--- config.mk ---
export PLATFORM = sky130hd
export DESIGN_NAME = retry_inorder_end
export DESIGN_NICKNAME = d
export VERILOG_FILES = /design/src/rtl/retry_inorder_end.sv
export SDC_FILE = /design/constraint.sdc
export NUM_CORES = 1
export LEC_CHECK = 0
export ABC_AREA = 1
export CAP_MARGIN = 20
export CORE_MARGIN = 2
export CORE_UTILIZATION = 30
export DETAILED_ROUTE_END_ITERATION = 16
export DONT_BUFFER_PORTS = 1
export GPL_ROUTABILITY_DRIVEN = 0
export PLACE_DENSITY_LB_ADDON = 0.08
export SLEW_MARGIN = 15
export SYNTH_ARGS = -nofsm -noshare
export SYNTH_HDL_FRONTEND = slang
export SYNTH_SLANG_ARGS = --single-unit
--- constraint.sdc ---
create_clock -name clk_i -period 2.4 [get_ports clk_i]
set_input_delay 0.12 -clock clk_i [delete_from_list [all_inputs] [get_ports clk_i]]
set_output_delay 0.12 -clock clk_i [all_outputs]
set_load 0.05 [all_outputs]
--- src/rtl/retry_inorder_end.sv ---
// In-order end stage of the time-redundant retry chain: bounces failed results back
// upstream as retry requests and releases good results strictly in id order.
module retry_inorder_end #(
    parameter type DataType = logic,
    parameter int  IDSize   = 4
) (
    input  logic                        clk_i,
    input  logic                        rst_i,
    input  logic [$bits(DataType)-1:0]  data_i,
    input  logic [IDSize-1:0]           id_i,
    input  logic                        needs_retry_i,
    input  logic                        valid_i,
    output logic                        ready_o,
    output logic [$bits(DataType)-1:0]  data_o,
    output logic                        valid_o,
    input  logic                        ready_i,
    output logic [IDSize-1:0]           retry_id_o,
    output logic                        retry_valid_o,
    input  logic                        retry_ready_i,
    output logic [IDSize:0]             fill_o,
    output logic                        dup_o
);

    localparam int Depth = 2 ** IDSize;
    localparam logic [IDSize-1:0] HeadOne = 1;
    localparam logic [IDSize:0]   FillOne = 1;

    logic [$bits(DataType)-1:0] store_q [Depth];
    logic [Depth-1:0]           full_q;
    logic [IDSize-1:0]          head_q;
    logic                       retry_pending_q;
    logic [IDSize-1:0]          retry_id_q;
    logic [IDSize:0]            fill_q;
    logic                       dup_q;

    logic in_fire;
    logic retry_fire;
    logic good_fire;
    logic write_en;
    logic dup_hit;
    logic release_fire;

    // A pending retry blocks the input only while the retry start cannot take it.
    assign ready_o      = !retry_pending_q || retry_ready_i;
    assign in_fire      = valid_i && ready_o;
    assign retry_fire   = in_fire && needs_retry_i;
    assign good_fire    = in_fire && !needs_retry_i;
    assign write_en     = good_fire && !full_q[id_i];
    assign dup_hit      = good_fire && full_q[id_i];

    assign valid_o       = full_q[head_q];
    assign data_o        = store_q[head_q];
    assign release_fire  = valid_o && ready_i;
    assign retry_valid_o = retry_pending_q;
    assign retry_id_o    = retry_id_q;
    assign fill_o        = fill_q;
    assign dup_o         = dup_q;

    // A write can never target head while it releases: a full head turns it into a duplicate.
    always_ff @(posedge clk_i) begin
        if (rst_i) begin
            full_q          <= '0;
            head_q          <= '0;
            retry_pending_q <= 1'b0;
            fill_q          <= '0;
            dup_q           <= 1'b0;
        end else begin
            if (release_fire) begin
                full_q[head_q] <= 1'b0;
                head_q         <= head_q + HeadOne;
            end
            if (write_en) begin
                full_q[id_i] <= 1'b1;
            end
            if (write_en && !release_fire) begin
                fill_q <= fill_q + FillOne;
            end else if (!write_en && release_fire) begin
                fill_q <= fill_q - FillOne;
            end
            if (retry_fire) begin
                retry_pending_q <= 1'b1;
            end else if (retry_ready_i) begin
                retry_pending_q <= 1'b0;
            end
            dup_q <= dup_hit;
        end
    end

    always_ff @(posedge clk_i) begin
        if (retry_fire) begin
            retry_id_q <= id_i;
        end
    end

    always_ff @(posedge clk_i) begin
        if (write_en) begin
            store_q[id_i] <= data_i;
        end
    end

endmodule

==> summary.md <==
| Metric | Value |
|---|---|
| Cell row count | 35 |
| Antenna Nets Post-Route | 0 |
| Depth of the CTS H-tree | 2 |
| Drt wl/cell | between 10 and 15 microns |
| GR Overflow Total | 0 |
| Yosys top cell area share | roughly 22% |
| Worst skew pair latency | 0.31 ns |
| Post-synth top area cell | dfxtp_1 |
| N_diodes | 0 |
| Status | completed |
| Max Cap Viol | 0 |
| Layout area overhead | 19.4% |
| Met3 wire len | 275 microns |
| CTS max path bufs | 2 |
| Lkg Pwr | 1.48 nW |
| Clock transition at path regs | 0.10 ns |
| Vias | 2397 |
| WL met2 | 3600 microns |
| Slew at the pin closest to its max-slew limit | 1.00 ns |
| Worst setup SP type | flip-flop |
| Net Count, Synth | 397 |
| Synth top area cells | dfxtp_1 22%, edfxtp_1 22%, nand2_1 12%, inv_1 9.2%, nor2_1 5.4% |
| Post-synth cell types | 27 |
| Final period utilization | 96.3% |
| Starting density of the core | 30.5% |
| Type of the most critical hold path | primary input to flip-flop |
| Power, Total | 1.84 mW |
| First drt pass iteration count | 4 |
| CP Capture Type | flip-flop |
| CTS tree | built |
| Cell area after synthesis | ~0.0028 sq mm |
| Unrepaired setup endpoints after global routing | true |
| Die Ht | 100 microns |
| DR top layer | met4 |
| Slew headroom | 33.1% |
| Residual DRC | 0 |
| Core area | 0.00911 sq mm |
| Die X | 100 microns |
| Final setup vio count | 0 |
| Met1 wire length | 3600 microns |
| Largest net degree at the start of global routing | 23 |
| Worst Skew | 0.00335 ns |
| Worst EP required | roughly 2.6 ns |
| Hpwl dp | between 5000 and 6000 microns |
| DRT iter0 DRCs | 130 |
| Placed cell count | 493 |
| Data arrival, critical path | about 2.5 ns |
| Pins Over Slew Limit | 0 |
| Vias per cell | between 4 and 5 |
| Sink Count | 51 |
| Clock root buffer | clkbuf_8 |
| Crit-path max FO | 5 |
| Syn Inst Count | roughly 380 |
| Die area | 0.0101 sq mm |
| Layout cell share with drive strength beyond 1 | 13.6% |
| Vias in the first global route | about 2400 |
| Number of buffers created by CTS | 5 |
| Boundary pin count | 25 |
| Final min period | between 2 and 2.5 ns |
| First-pass GRT wire length | 12600 microns |
| Critical path type | flip-flop to flip-flop |
| Non-Filler Instances | 515 |
| Aggregate global-route resource usage | between 10% and 20% |
| Final Hold Viols | 0 |
| PwrDens | approximately 550 mW/mm^2 |
| Fin util | 36.5% |
| Register bit total from synthesis | 51 |
| Yosys warning total | 0 |
| Fin nets | 423 |
| Post-Syn Area per Cell | 7.38 sq um |
| Initial antenna violation count | 0 |
| VDD IR max | 0.000401 V |
| Fmax | around 430 MHz |
| Sequential element share of the synthesized area | ~44% |
| Final wirelength | 7540 microns |
| PortBufs | 0 |
## synth_stat cells
cell type	instances
fa_1	1
nand4_1	16
a31oi_1	1
inv_2	2
a21oi_1	24
mux2i_1	4
ha_1	8
buf_8	1
edfxtp_1	20
buf_1	3
nor2_1	40
buf_2	5
o21ai_0	14
nor3_1	2
nand2_2	3
buf_6	2
dfxtp_1	31
nand2_1	88
inv_1	68
o211ai_1	4
clkbuf_1	2
xor2_1	5
a21o_1	1
o21ai_2	1
nand3_1	28
o21ai_1	2
nor2_4	1
## power by group
group / switching (mW) / internal (mW) / total, mW
registers: 0.0286 / 0.916 / 0.944
logic: 0.147 / 0.0814 / 0.228
clock network: 0.319 / 0.344 / 0.663
## repair_timing
action | in CTS | in global routing
endpoints found under the setup margin | 2 | 3
resized for setup | 3 | 9
hold endpoints to repair | 44 | 1
pin swaps | 0 | 2
hold buffers | 6 | 1
setup buffers | 0 | 7
## critical path, stage by stage (launching register included)
cell	delay [ns]
dfxtp_4	0.40
buf_4	0.15
nand2_1	0.06
nand3_1	0.08
nand2_1	0.05
nand2_1	0.05
nand2_1	0.05
inv_1	0.05
nand2_1	0.07
nand2_2	0.09
ha_4	0.15
inv_4	0.05
fa_2	0.36
a21oi_2	0.12
nor2_1	0.05
o21ai_1	0.15
nand3_2	0.10
o21ai_2	0.12
a21oi_1	0.05
## metal layers
metal	up-vias	GRT usage, %
met5	-	0
met4	0	3.79
met3	4	2.99
met2	29	27.1
met1	1111	21.3
li1	1253	-
## sequential cells by signal (all words and copies together), names as in the netlist, named ones only
register	count
dup_o	1
fill_o	5
full_q	16
head_q	4
retry_id_o	4
retry_valid_o	1
store_q	16
## layout make-up
type | instances | area (sq um)
fill | 980 | 5790
multi-input combinational | 243 | 1300
sequential | 51 | 1230
inverter | 70 | 272
timing repair buffer | 32 | 258
tap | 111 | 139
clock buffer | 6 | 82.6
clock inverter | 2 | 38.8
## worst paths after layout
check / start / end / slack, ns / cells past startpoint
setup / recovery: head_q[0]$_SDFFE_PP0N_ / fill_o[4]$_SDFFE_PP0P_ / 0.09 / 18
hold / removal: ready_i / full_q[8]$_SDFF_PP0_ / 0.01 / 3
setup reg to reg: head_q[0]$_SDFFE_PP0N_ / fill_o[4]$_SDFFE_PP0P_ / 0.09 / 18
hold reg to reg: full_q[10]$_SDFF_PP0_ / full_q[10]$_SDFF_PP0_ / 0.47 / 2
## cell families after synthesis
kind of cell / count (synthesis) / share of synthesized area, %
compound gates: 47 / 9.08
xor+xnor: 5 / 1.57
fa+ha+maj: 9 / 4.32
buf+inv: 83 / 12.4
flops: 51 / 43.9
mux: 4 / 1.44
simple gates: 178 / 27.3
## metrics by stage
step / hold slack (ns) / area [sq um] / setup WS [ns] / setup TNS, ns
6_report: 0.0145 / 3320 / 0.0895 / 0
5_1_grt: 0.0124 / 3320 / -0.0879 / -0.0881
4_1_cts: 0.00412 / 3230 / 0.0445 / 0
3_5_place_dp: 0.198 / 3040 / -0.0971 / -0.182
3_3_place_gp: 0.195 / 3040 / -0.160 / -0.290
2_1_floorplan: 0.219 / 2860 / 0.0120 / 0
## cells in the final DEF, fill, tap and decap left out, types with 3 or more instances in the layout
master,synthesis,routed
a21oi_1,24,23
buf_4,0,25
clkbuf_8,0,6
dfxtp_1,31,28
dfxtp_4,0,3
dlygate4sd3_1,0,7
edfxtp_1,20,20
ha_1,8,6
inv_1,68,66
mux2i_1,4,4
nand2_1,88,86
nand2_2,3,3
nand3_1,28,27
nand4_1,16,16
nor2_1,40,39
o211ai_1,4,4
o21ai_0,14,11
o21ai_1,2,4
xor2_1,5,5
Power figures use the tool's default switching activity.
